<file path="config.mk">
export PLATFORM = sky130hd
export DESIGN_NAME = cascade_counter
export DESIGN_NICKNAME = d
export VERILOG_FILES = /design/src/rtl/cascade_counter.sv
export SDC_FILE = /design/constraint.sdc
export NUM_CORES = 1
export LEC_CHECK = 0
export CELL_PAD_IN_SITES_DETAIL_PLACEMENT = 0
export CELL_PAD_IN_SITES_GLOBAL_PLACEMENT = 2
export CORE_ASPECT_RATIO = 1.2
export CORE_MARGIN = 2
export CORE_UTILIZATION = 28
export CTS_CLUSTER_SIZE = 14
export DETAILED_ROUTE_END_ITERATION = 16
export GPL_TIMING_DRIVEN = 0
export PLACE_DENSITY = 0.76
export SLEW_MARGIN = 10
export SYNTH_ARGS = -nofsm -noshare
export SYNTH_HDL_FRONTEND = slang
export SYNTH_SLANG_ARGS = --single-unit
</file>
<file path="constraint.sdc">
create_clock -name clk -period 2.67 [get_ports clk]
set_input_delay 0.6675 -clock clk [delete_from_list [all_inputs] [get_ports clk]]
set_output_delay 0.6675 -clock clk [all_outputs]
set_load 0.01 [all_outputs]
</file>
<file path="src/rtl/cascade_counter.sv">
// cascade_counter
//   Two-stage up/down modulo counter. Stage 0 counts modulo MOD0 while en is
//   high. Stage 1 counts modulo MOD1 and advances only through a clock enable
//   driven by the stage-0 terminal count. No derived clocks are used.
//   Control priority is clr, then load, then en. Load values above MOD-1
//   are clamped to MOD-1.
//
// Ports
//   clk        rising-edge clock for all state
//   rst        asynchronous active-low reset
//   en         stage-0 count enable
//   up_dn      count direction, 1 = up, 0 = down
//   clr        synchronous clear of both stages
//   load       synchronous load of both stages
//   load_val0  stage-0 load value (clamped to MOD0-1)
//   load_val1  stage-1 load value (clamped to MOD1-1)
//   count_0    registered stage-0 count
//   count_1    registered stage-1 count
//   tc0        combinational stage-0 terminal-count pulse
//   tc1        combinational cascade terminal-count pulse
//   clk_div0   registered divide-by-MOD0 waveform
//   clk_div1   registered divide-by-(MOD0*MOD1) waveform
module cascade_counter #(
    parameter int MOD0 = 50,
    parameter int W0   = 6,
    parameter int MOD1 = 10,
    parameter int W1   = 4
) (
    input  logic          clk,
    input  logic          rst,
    input  logic          en,
    input  logic          up_dn,
    input  logic          clr,
    input  logic          load,
    input  logic [W0-1:0] load_val0,
    input  logic [W1-1:0] load_val1,
    output logic [W0-1:0] count_0,
    output logic [W1-1:0] count_1,
    output logic          tc0,
    output logic          tc1,
    output logic          clk_div0,
    output logic          clk_div1
);

    localparam logic [W0-1:0] MAX0  = W0'(MOD0 - 1);
    localparam logic [W1-1:0] MAX1  = W1'(MOD1 - 1);
    localparam logic [W0-1:0] HALF0 = W0'(MOD0 / 2);
    localparam logic [W1-1:0] HALF1 = W1'(MOD1 / 2);

    // Saturate an out-of-range load value to MOD0-1.
    function automatic logic [W0-1:0] clamp0(input logic [W0-1:0] v);
        return (v > MAX0) ? MAX0 : v;
    endfunction

    // Saturate an out-of-range load value to MOD1-1.
    function automatic logic [W1-1:0] clamp1(input logic [W1-1:0] v);
        return (v > MAX1) ? MAX1 : v;
    endfunction

    // One modulo-MOD0 step in the requested direction.
    function automatic logic [W0-1:0] step0(input logic [W0-1:0] c, input logic up);
        if (up)
            return (c == MAX0) ? '0 : c + W0'(1);
        else
            return (c == '0) ? MAX0 : c - W0'(1);
    endfunction

    // One modulo-MOD1 step in the requested direction.
    function automatic logic [W1-1:0] step1(input logic [W1-1:0] c, input logic up);
        if (up)
            return (c == MAX1) ? '0 : c + W1'(1);
        else
            return (c == '0) ? MAX1 : c - W1'(1);
    endfunction

    logic [W0-1:0] nxt0;
    logic [W1-1:0] nxt1;
    logic          at_end0;
    logic          at_end1;

    assign at_end0 = (count_0 == (up_dn ? MAX0 : '0));
    assign at_end1 = (count_1 == (up_dn ? MAX1 : '0));

    // rst is folded in so the pulses stay low while reset is held, even when
    // the reset value 0/0 is the terminal value of a down count.
    assign tc0 = rst & en & ~clr & ~load & at_end0;
    assign tc1 = tc0 & at_end1;

    always_comb begin
        nxt0 = count_0;
        nxt1 = count_1;
        if (clr) begin
            nxt0 = '0;
            nxt1 = '0;
        end else if (load) begin
            nxt0 = clamp0(load_val0);
            nxt1 = clamp1(load_val1);
        end else if (en) begin
            nxt0 = step0(count_0, up_dn);
            if (tc0)
                nxt1 = step1(count_1, up_dn);
        end
    end

    // clk_div* are computed from the next count so they stay aligned with
    // the registered count they describe.
    always_ff @(posedge clk or negedge rst) begin
        if (!rst) begin
            count_0  <= '0;
            count_1  <= '0;
            clk_div0 <= 1'b0;
            clk_div1 <= 1'b0;
        end else begin
            count_0  <= nxt0;
            count_1  <= nxt1;
            clk_div0 <= (nxt0 >= HALF0);
            clk_div1 <= (nxt1 >= HALF1);
        end
    end

endmodule

</file>
# Yosys cells after proc, flatten, opt, wreduce, memory -nomap -nowiden
# Cells that the tools add are included.
op_classes:
  addsub: 4
  mul: 0
  n_div: 0
  n_lt_le_gt_ge: 4
  eq_ne: 4
  shifts: 0
  muxes: 17
  n_bitwise: 7
  n_reduce_logical: 2
op_table:
  columns: ["operator", "n"]
  rows:
  - ["2-to-1 mux 6 bit", 8]
  - ["2-to-1 mux 4 bit", 9]
  - ["adder 6 x 1 -> 6 bit (second input constant)", 1]
  - ["equality test 6 bit", 1]
  - ["equality test 6 bit (second input constant)", 1]
  - [">= comparator 6 x 5 -> 1 bit (second input constant)", 1]
  - ["greater-than comparator 6 bit (second input constant)", 1]
  - ["logical NOT 6 bit", 1]
  - ["subtractor 6 x 1 -> 6 bit (second input constant)", 1]
  - ["AND 1 bit", 5]
  - ["adder 4 x 1 -> 4 bit (second input constant)", 1]
  - ["equality test 4 bit", 1]
  - ["equality test 4 bit (second input constant)", 1]
  - [">= comparator 4 x 3 -> 1 bit (second input constant)", 1]
  - ["greater-than comparator 4 bit (second input constant)", 1]
  - ["logical NOT 4 bit", 1]
  - ["subtractor 4 x 1 -> 4 bit (second input constant)", 1]
  - ["inverter 1 bit", 2]
word_totals:
  register_bits: 12
  latch_bits: 0
  ramBits: 0
  romBits: 0
  out_inout_bits: 14
  memories: 0

# Logic depth before layout (Yosys ltp)
# Gate-level depths: netlist of the first run.
depth:
  ltp_word: 9
  depth_mapped: 8
  ltp_nobuf: 8

# Worst setup path after synthesis of the first run
# Ideal clock, no wire load.
synth_timing:
  kind: "input to output"
  start: "input clr"
  end: "output tc1"
  arrival_time_ns: 2.301
  required_ns: 2.003
  slack_ns: -0.299
  stages: 4
  path_cell_list: "clkbuf_1 -> or4_1 -> a2111oi_4 -> nor4b_1"
synth_via:
  elab_chain_len: 5
synth_rtl:
  columns: ["item", "line_no", "rtl"]
  rows:
  - ["from (decl)", "33", "input logic clr,"]
  - ["inverter 1 bit", "86", "assign tc0 = rst & en & ~clr & ~load & at_end0;"]
  - ["AND 1 bit (3 in series)", "86", null]
  - ["named net tc0", "39", "output logic tc0,"]
  - ["AND 1 bit", "87", "assign tc1 = tc0 & at_end1;"]
  - ["to (decl)", "40", "output logic tc1,"]
# The timed path passes the listed nets, and every way through them passes these cells.

# Worst setup path after layout of the first run
layout_timing:
  start: "input up_dn"
  end: "output tc1"
layout_via:
  elab_chain_len: 4
layout_rtl:
  columns: ["item", "line_no", "rtl"]
  rows:
  - ["from (decl)", "32", "input logic up_dn,"]
  - ["2-to-1 mux 6 bit", "81", "assign at_end0 = (count_0 == (up_dn ? MAX0 : '0));"]
  - ["equality test 6 bit", "81", null]
  - ["AND 1 bit", "86", null]
  - ["AND 1 bit *", "87", null]
# Mark *: on every way between the ends. The rest lies on a longest branch, timed or not.

==> results.sh, run 1 <==
export IMPL_status="finished with violations"
export IMPL_failed_checks="negative setup slack"
export IMPL_drtIter0Drc=69
export IMPL_p_seq_share_pct=35.7
export IMPL_routedWlPerCell_um=15.4
export IMPL_antenna_cells=0
export IMPL_setup_viol=1
export IMPL_boundaryPins=30
export IMPL_syn2layout_area_growth_pct=38.8
export IMPL_grt_pass1_wl_um=5750
export IMPL_power_switching_mw=0.194
export IMPL_die_area_um2=4830
export IMPL_timing_fmax_ghz=0.365
export IMPL_layout_drive_gt1_share_pct=16.9
export IMPL_synth_edff_count=0
export IMPL_critPathCaptureType="output port"
export IMPL_reg2reg_depth=8
export IMPL_cts_tree="yes"
export IMPL_vias=1270
export IMPL_layout_min_cycle_time_ps=2740
export IMPL_placed_cell_area_um2=1580
export IMPL_crit_family="simple AND/OR/NAND/NOR gates"
export IMPL_reg2reg_from="count_0[1]"
export IMPL_synth_cell_type_count=53
export IMPL_synth_top_area_share_pct=25.0
export IMPL_drc=0
export IMPL_slew_headroom_pct=60.8
export IMPL_first_global_vias=1247
export IMPL_path_cells="buf_12 -> or4_4 -> a2111oi_4 -> buf_4 -> nor4b_4 -> buf_2"
export IMPL_synth_most_common_cell="dfrtp_1"
export IMPL_synthCells=145
export IMPL_final_setup_skew_ps=1.56
export IMPL_timing_final_crit_share_pct=102
export IMPL_clkPwrFrac_pct=26.6
export IMPL_synth_area_um2=1200
export IMPL_place_congestion=0.802
export IMPL_pre_cts_ws_ps=-1240
export IMPL_antenna_found_initial=0
export IMPL_pwr_density_cell_nw_per_um2=361
export IMPL_cp_depth=6
export IMPL_critPathMaxStageDelay_ps=420
export IMPL_cts_sinks=12
export IMPL_critPathSlowestCell="or4_4"
export IMPL_synth_common_cells="dfrtp_1 (12), nor2_1 (10), nand2_1 (9)"
export IMPL_root_buffer="clkbuf_8"
export IMPL_synth_area_top_cells="dfrtp_1 (25%), ha_1 (7.3%), nor2b_1 (4.2%)"
export IMPL_ys_seq_area_share_pct=25.0
export IMPL_synth_area_leader_cell="dfrtp_1"
export IMPL_placement_io_buffers=28
export IMPL_dp_final_hpwl_um=2790
export IMPL_fin_setup_tns_ps=-66.1
export IMPL_ff2ff_setup_slack_ps=240
export IMPL_cts_clk_slew_worst_paths_ps=50
export IMPL_async_flop_share_pct=100
export IMPL_numCtsBuffers=3
export IMPL_row_count=26
export IMPL_initial_core_util_pct=28.6
export IMPL_critPathKind="primary input to output port"
export IMPL_htree_levels=1
export IMPL_grt_usage_pct=15.3
export IMPL_drtAntennaViolNets=0
export IMPL_ys_flop_type="dfrtp_1"
export IMPL_worst_pin_slew_ps=581
export IMPL_cp_required_ps=2000
export IMPL_path_buf_inv=3
export IMPL_ir_drop_mv=0.289
export IMPL_die_w_um=63.8
export IMPL_cap_violations=0
export IMPL_rsz0062_at_grt="yes"
export IMPL_core_um2=4200
export IMPL_wl_um=3670
export IMPL_critPathMaxFanout=5
export IMPL_hold_viol=0
export IMPL_yosys_warnings=0
export IMPL_combPwrFrac_pct=37.7
export IMPL_fin_ws_ps=-66.1
export IMPL_final_area_um2=1670
export IMPL_leakagePower_nw=0.712
export IMPL_final_nets=208
export IMPL_cp_start_kind="primary input"
export IMPL_clk_latency_ps=240
export IMPL_ys_ff_latch=12
export IMPL_r2r_end="clk_div0"
export IMPL_arrival_ps=2070
export IMPL_switching_share_pct=32.3
export IMPL_cts_buffer_depth=2
export IMPL_grt_max_degree=14
export IMPL_min_path_type="primary input to asynchronous set/reset pin"
export IMPL_internal_power_mw=0.406
export IMPL_die_h_um=75.7
export IMPL_routed_via_density=5.31
export IMPL_syn_avg_cell_area_um2=8.28
export IMPL_grt_overflow=0
export IMPL_syn_nets=168
export IMPL_drv_slew=0
export IMPL_firstDrtPassIters=4
through the flow:
| step | hold WS, ps | utilization [%] | power [mW] | instances |
|---|---|---|---|---|
| 2_1_floorplan | 372 | - | 0.344 | 145 |
| 3_3_place_gp | 819 | 37.6 | 0.434 | 229 |
| 3_5_place_dp | 830 | 37.6 | 0.435 | 229 |
| 4_1_cts | 408 | 39.4 | 0.604 | 238 |
| 5_1_grt | 425 | 39.7 | 0.634 | 239 |
| 6_report | 402 | 39.7 | 0.601 | 239 |
power by group through the flow:
stage	clock, mW	sequential [mW]	combinational [mW]
2_1_floorplan	0	0.221	0.123
3_3_place_gp	0	0.220	0.214
3_5_place_dp	0	0.221	0.215
4_1_cts	0.165	0.214	0.225
5_1_grt	0.170	0.216	0.248
6_report	0.160	0.214	0.226
worst max-delay path by stage:
| stage | start | end |
|---|---|---|
| final | up_dn | tc1 |
| after global routing | up_dn | tc1 |
| after CTS | count_0[5] | tc1 |
| after detailed placement | up_dn | tc1 |
| after global placement | up_dn | tc1 |
| after floorplan | up_dn | tc1 |
per-layer routing:
metal / vias up / global-route usage, % / share of wire (%)
met4: 0 / 6.52 / 1.4
met2: 41 / 27.7 / 49
met5: - / 0 / 0
met1: 594 / 18.9 / 46
li1: 629 / - / -
met3: 6 / 1.18 / 3.8
final cells by class:
class | count | area [um2]
Sequential cell | 12 | 302
Clock buffer | 3 | 41.3
Buffer | 9 | 46.3
Fill cell | 425 | 2530
Timing Repair Buffer | 36 | 335
Tap cell | 56 | 70.1
Inverter | 7 | 26.3
Multi-Input combinational cell | 116 | 845
kinds of logic (layout without fill, tap and decap cells):
| group | after synthesis | after routing | synth area share [%] |
|---|---|---|---|
| compound gates | 52 | 52 | 34.3 |
| xor+xnor | 2 | 2 | 1.46 |
| fa+ha+maj | 7 | 7 | 7.30 |
| buf+inv | 17 | 55 | 6.15 |
| flops | 12 | 12 | 25.0 |
| simple gates | 55 | 55 | 25.8 |
registers in the layout, indices dropped and copies added, names as in the netlist:
register,cells
clk_div0,1
clk_div1,1
count_0,6
count_1,4
layout by cell type, fill, tap and decap left out, drive strengths merged, types with 2 or more instances in the layout:
cell type       n
nand3           5
o21a            3
nor4b           2
or4             3
nand2           9
nand2b          3
o311ai          2
and2            2
and3b           2
a31oi           7
clkdlybuf4s50  22
a21oi           4
a21o            3
a21boi          2
clkbuf         10
o21ai           8
nor2           10
and3            3
inv             7
a311oi          2
o41ai           2
o311a           2
dfrtp          12
buf            14
nand4           3
ha              7
nor2b           8
a22o            2
what timing repair did:
| action | in CTS | in global routing |
|---|---|---|
| setup buffers | 6 | 2 |
| hold buffers | 0 | 0 |
| resized for setup | 22 | 6 |
| pin swaps | 3 | 2 |
| setup endpoints to repair | 9 | 2 |
(Power assumes the default switching activity.)
==> run 2, diff against run 1 <==
- REMOVE_ABC_BUFFERS: unset -> 1
==> run 2 against run 1 <==
Effect of this change:
- the run still ends with negative setup slack left
- clock skew hardly changed
- wire length up 2.2%
- non-clock buffer count decreased by 4
- combinational power about the same
- largest cell class unchanged
- worst hold slack worse by 92 ps
- register-to-register slack barely moved
- clock-buffer cell count rose by 1
- largest power group unchanged
- flip-flop and latch count is the same
==> results.sh, run 2 (same netlist as run 1, synthesis figures left out) <==
export IMPL_status="finished with violations"
export IMPL_failed_checks="negative setup slack"
export IMPL_row_count=26
export IMPL_slew_headroom_pct=62.1
export IMPL_rsz0062_at_grt="yes"
export IMPL_critPathMaxStageDelay_ps=530
export IMPL_drv_slew=0
export IMPL_numCtsBuffers=3
export IMPL_worst_pin_slew_ps=562
export IMPL_critPathMaxFanout=4
export IMPL_place_congestion=0.785
export IMPL_cp_startpoint="clr"
export IMPL_drtIter0Drc=61
export IMPL_pre_cts_ws_ps=-1780
export IMPL_hold_viol=0
export IMPL_boundaryPins=30
export IMPL_top_register="count_0"
export IMPL_ctsHoldBuffers=0
export IMPL_cap_violations=0
export IMPL_antenna_found_initial=0
export IMPL_final_nets=204
export IMPL_path_buf_inv=3
export IMPL_min_path_type="primary input to asynchronous set/reset pin"
export IMPL_final_setup_skew_ps=1.23
export IMPL_antenna_cells=0
export IMPL_top_layer="met4"
export IMPL_die_area_um2=4830
export IMPL_grt_overflow=0
export IMPL_layout_cells_most_common_list="clkdlybuf4s50_1 (22), buf_4 (11), nor2_1 (10)"
export IMPL_wl_um=3750
export IMPL_nFillCells=428
export IMPL_syn2layout_area_growth_pct=43.5
export IMPL_arrival_ps=2030
export IMPL_cp_depth=6
export IMPL_fin_ws_ps=-28.3
export IMPL_largest_reg_flops=6
export IMPL_final_common_cell="clkdlybuf4s50_1"
export IMPL_path_cells="buf_12 -> or4_4 -> a2111oi_4 -> buf_4 -> nor4b_4 -> buf_2"
export IMPL_grt_usage_pct=16.5
export IMPL_r2r_end="clk_div0"
export IMPL_pwr_density_cell_nw_per_um2=375
export IMPL_final_util_pct=41.0
export IMPL_root_buffer="clkbuf_8"
export IMPL_vias=1308
export IMPL_clk_latency_ps=240
export IMPL_grt_max_degree=15
export IMPL_cp_required_ps=2000
export IMPL_cts_buffer_depth=2
export IMPL_timing_fmax_ghz=0.371
export IMPL_fin_setup_tns_ps=-28.3
export IMPL_leakagePower_nw=0.731
export IMPL_ir_drop_mv=0.329
export IMPL_placement_io_buffers=29
export IMPL_grt_pass1_wl_um=6200
export IMPL_routedWlPerCell_um=15.9
export IMPL_wl_met2_um=1910
export IMPL_hold_ws_ps=310
export IMPL_reg2reg_from="count_0[1]"
export IMPL_cp_start_kind="primary input"
export IMPL_wl_met1_um=1630
export IMPL_timing_final_crit_share_pct=101
export IMPL_drtAntennaViolNets=0
export IMPL_cts_tree="yes"
export IMPL_cp_endpoint="tc1"
export IMPL_routed_via_density=5.54
export IMPL_layout_drive_gt1_share_pct=20.0
export IMPL_cts_clk_slew_worst_paths_ps=50
export IMPL_core_um2=4200
export IMPL_die_w_um=63.8
export IMPL_ff2ff_setup_slack_ps=230
export IMPL_firstDrtPassIters=4
export IMPL_route_met3_wl_um=169
export IMPL_cts_sinks=12
export IMPL_layout_min_cycle_time_ps=2700
export IMPL_setup_viol=1
export IMPL_die_h_um=75.7
export IMPL_htree_levels=1
export IMPL_drc=0
export IMPL_initial_core_util_pct=28.6
export IMPL_critPathSlowestCell="or4_4"
export IMPL_top_regs="count_0 x6, count_1 x4"
export IMPL_dp_final_hpwl_um=2560
export IMPL_reg2reg_depth=8
export IMPL_first_global_vias=1260
export IMPL_critPathCaptureType="output port"
export IMPL_crit_family="simple AND/OR/NAND/NOR gates"
export IMPL_critPathKind="primary input to output port"
## run 2: how the worst min path moves through the flow
stage                     from    endpoint  slack [ps]  depth (start not counted)
floorplan                  rst    clk_div0         370                          0
global route               rst  count_1[0]         330                          1
global placement    count_1[0]  count_1[0]         790                          1
detailed placement  count_1[0]  count_1[0]         800                          1
finish                     rst    clk_div0         310                          1
CTS                        rst    clk_div0         420                          1
## run 2: per-stage QoR
stage / area (um2) / std cells / power (mW)
after floorplan: 1150 / 135 / 0.326
after global placement: 1510 / 220 / 0.421
after detailed placement: 1510 / 220 / 0.425
after CTS: 1680 / 232 / 0.644
after global routing: 1720 / 236 / 0.683
final: 1720 / 236 / 0.645
## run 2: where the power goes
group / total [mW] / internal, mW / switching, mW
clock: 0.197 / 0.130 / 0.0670
combinational: 0.226 / 0.118 / 0.108
sequential: 0.222 / 0.196 / 0.0259
total: 0.645 / 0.445 / 0.201
## run 2: per-layer routing
metal / vias to the layer above / global-route usage, %
met5: - / 0
met3: 8 / 2.07
met4: 0 / 2.90
li1: 624 / -
met1: 638 / 20.7
met2: 38 / 30.9
## run 2: what timing repair did
action | CTS | global route
cloned | 1 | 0
resized for setup | 38 | 12
pin swaps | 2 | 2
setup buffers | 7 | 4
endpoints found under the setup margin | 8 | 2
## run 2: area by class of cell
cell class | instances | area, um2 | area share (%)
Clock buffer | 4 | 55.1 | 3.20
Inverter | 7 | 26.3 | 1.53
Multi-Input combinational cell | 116 | 845 | 49.1
Sequential cell | 12 | 307 | 17.8
Tap cell | 56 | 70.1 | 4.07
Timing Repair Buffer | 41 | 419 | 24.3
==> run 3, diff against run 2 <==
- MAX_ROUTING_LAYER: unset -> met4
==> run 3 against run 2 <==
Effect of this change:
- the flow still finishes with violations (negative setup slack)
- via count is 0.46% higher
- total power is essentially flat
- design area stayed put
- first-iteration DRC count up 6.6%
- critical path depth did not move
- sequential share of layout area unchanged
- cell count unchanged
- combinational power is essentially flat
- non-clock buffer count unchanged
- largest cell class unchanged
- largest power group unchanged
==> results.sh, run 3 (same netlist as run 1, synthesis figures left out) <==
export IMPL_status="finished with violations"
export IMPL_failed_checks="negative setup slack"
export IMPL_htree_levels=1
export IMPL_path_buf_inv=3
export IMPL_cts_buffer_depth=2
export IMPL_dp_final_hpwl_um=2560
export IMPL_ff2ff_setup_slack_ps=230
export IMPL_cts_tree="yes"
export IMPL_placed_cell_area_um2=1510
export IMPL_layout_min_cycle_time_ps=2700
export IMPL_internal_power_mw=0.445
export IMPL_timing_final_crit_share_pct=101
export IMPL_top_regs="count_0 x6, count_1 x4"
export IMPL_antenna_found_initial=0
export IMPL_multi_input_area_um2=845
export IMPL_wl_met1_um=1670
export IMPL_core_um2=4200
export IMPL_setup_viol=1
export IMPL_path_cells="buf_12 -> or4_4 -> a2111oi_4 -> buf_4 -> nor4b_4 -> buf_2"
export IMPL_root_buffer="clkbuf_8"
export IMPL_nFillCells=428
export IMPL_cts_sinks=12
export IMPL_row_count=26
export IMPL_vias=1314
export IMPL_clkPwrFrac_pct=30.6
export IMPL_grt_max_degree=15
export IMPL_critPathKind="primary input to output port"
export IMPL_combPwrFrac_pct=35.0
export IMPL_wl_met2_um=1930
export IMPL_placement_io_buffers=29
export IMPL_route_met3_wl_um=142
export IMPL_die_h_um=75.7
export IMPL_initial_core_util_pct=28.6
export IMPL_layout_drive_gt1_share_pct=20.0
export IMPL_die_w_um=63.8
export IMPL_switching_share_pct=31.2
export IMPL_finalPower_mw=0.646
export IMPL_rsz0062_at_grt="yes"
export IMPL_grt_pass1_wl_um=6210
export IMPL_syn2layout_area_growth_pct=43.5
export IMPL_final_common_cell="clkdlybuf4s50_1"
export IMPL_final_nets=204
export IMPL_ir_drop_mv=0.329
export IMPL_worst_pin_slew_ps=564
export IMPL_antenna_cells=0
export IMPL_place_congestion=0.795
export IMPL_critPathMaxStageDelay_ps=530
export IMPL_cp_start_kind="primary input"
export IMPL_slew_headroom_pct=61.9
export IMPL_boundaryPins=30
export IMPL_grt_usage_pct=17.0
export IMPL_regArea_um2=307
export IMPL_critPathCaptureType="output port"
export IMPL_top_register="count_0"
export IMPL_leakagePower_nw=0.731
export IMPL_grt_overflow=0
export IMPL_routedWlPerCell_um=16.0
export IMPL_largest_reg_flops=6
export IMPL_final_setup_skew_ps=1.40
export IMPL_critPathMaxFanout=4
export IMPL_fin_setup_tns_ps=-30.6
export IMPL_routed_via_density=5.57
export IMPL_die_area_um2=4830
export IMPL_timing_fmax_ghz=0.370
export IMPL_wl_um=3770
export IMPL_power_switching_mw=0.201
export IMPL_drv_slew=0
export IMPL_pwr_density_cell_nw_per_um2=375
export IMPL_hold_viol=0
export IMPL_layout_cells_most_common_list="clkdlybuf4s50_1 (22), buf_4 (11), nor2_1 (10)"
export IMPL_critPathSlowestCell="or4_4"
export IMPL_clk_latency_ps=240
export IMPL_final_area_um2=1720
export IMPL_drtIter0Drc=65
export IMPL_p_seq_share_pct=34.4
export IMPL_cp_required_ps=2000
export IMPL_drtAntennaViolNets=0
export IMPL_min_path_type="primary input to asynchronous set/reset pin"
export IMPL_numCtsBuffers=3
export IMPL_cap_violations=0
export IMPL_fin_ws_ps=-30.6
export IMPL_firstDrtPassIters=4
export IMPL_arrival_ps=2030
export IMPL_first_global_vias=1258
export IMPL_ctsHoldBuffers=0
export IMPL_top_layer="met4"
export IMPL_crit_family="simple AND/OR/NAND/NOR gates"
export IMPL_drc=0
export IMPL_cts_clk_slew_worst_paths_ps=50
==> run 3: final cells by class <==
class | count | area share [%]
well taps | 56 | 4.07
multi-input cells | 116 | 49.1
flip-flops and latches | 12 | 17.8
inverters | 7 | 1.53
clock buffers | 4 | 3.20
repair buffers | 41 | 24.3
==> run 3: worst register-to-register path, stage by stage, from the launching register on <==
cell,delay (ps)
dfrtp_1,510
inv_1,160
ha_1,180
nand3_1,90
or3_1,390
a32oi_1,210
nand3_1,130
a2111o_1,400
a31o_2,250
==> run 3: routing by layer <==
metal,vias up,global-route usage (%)
met5,-,-
met4,0,2.90
met3,6,1.92
met2,37,30.9
met1,647,20.8
li1,624,-
==> run 3: power groups by stage <==
stage / clock network [mW] / logic (mW) / registers, mW
5_1_grt: 0.209 / 0.248 / 0.227
4_1_cts: 0.201 / 0.221 / 0.222
2_1_floorplan: 0 / 0.0966 / 0.229
6_report: 0.197 / 0.226 / 0.222
3_5_place_dp: 0 / 0.191 / 0.234
3_3_place_gp: 0 / 0.188 / 0.233
==> run 3: repair_timing <==
action | CTS | global route
gates cloned | 1 | 0
gates resized for setup | 38 | 12
pin swaps | 2 | 2
buffers inserted | 7 | 4
setup endpoints to repair | 8 | 2
==> run 3: through the flow <==
stage / cells / hold WS (ps) / utilization (%) / worst slack, ps
after CTS: 232 / 417 / 40.1 / -77.1
after detailed placement: 220 / 804 / 36.0 / -1780
after global routing: 236 / 331 / 41.0 / -88.8
after global placement: 220 / 789 / 36.0 / -1730
final: 236 / 310 / 41.0 / -30.6
after floorplan: 135 / 372 / - / -288
==> run 3: final timing paths <==
kind / endpoint / depth (start not counted) / startpoint
worst max-delay path: tc1 / 6 / clr
worst min-delay path: clk_div0 / 1 / rst
worst max register to register: clk_div0 / 8 / count_0[1]
worst min register to register: count_0[2] / 2 / count_0[2]
max in group asynchronous: count_0[3] / 1 / rst
min in group clk: count_1[1] / 3 / clr
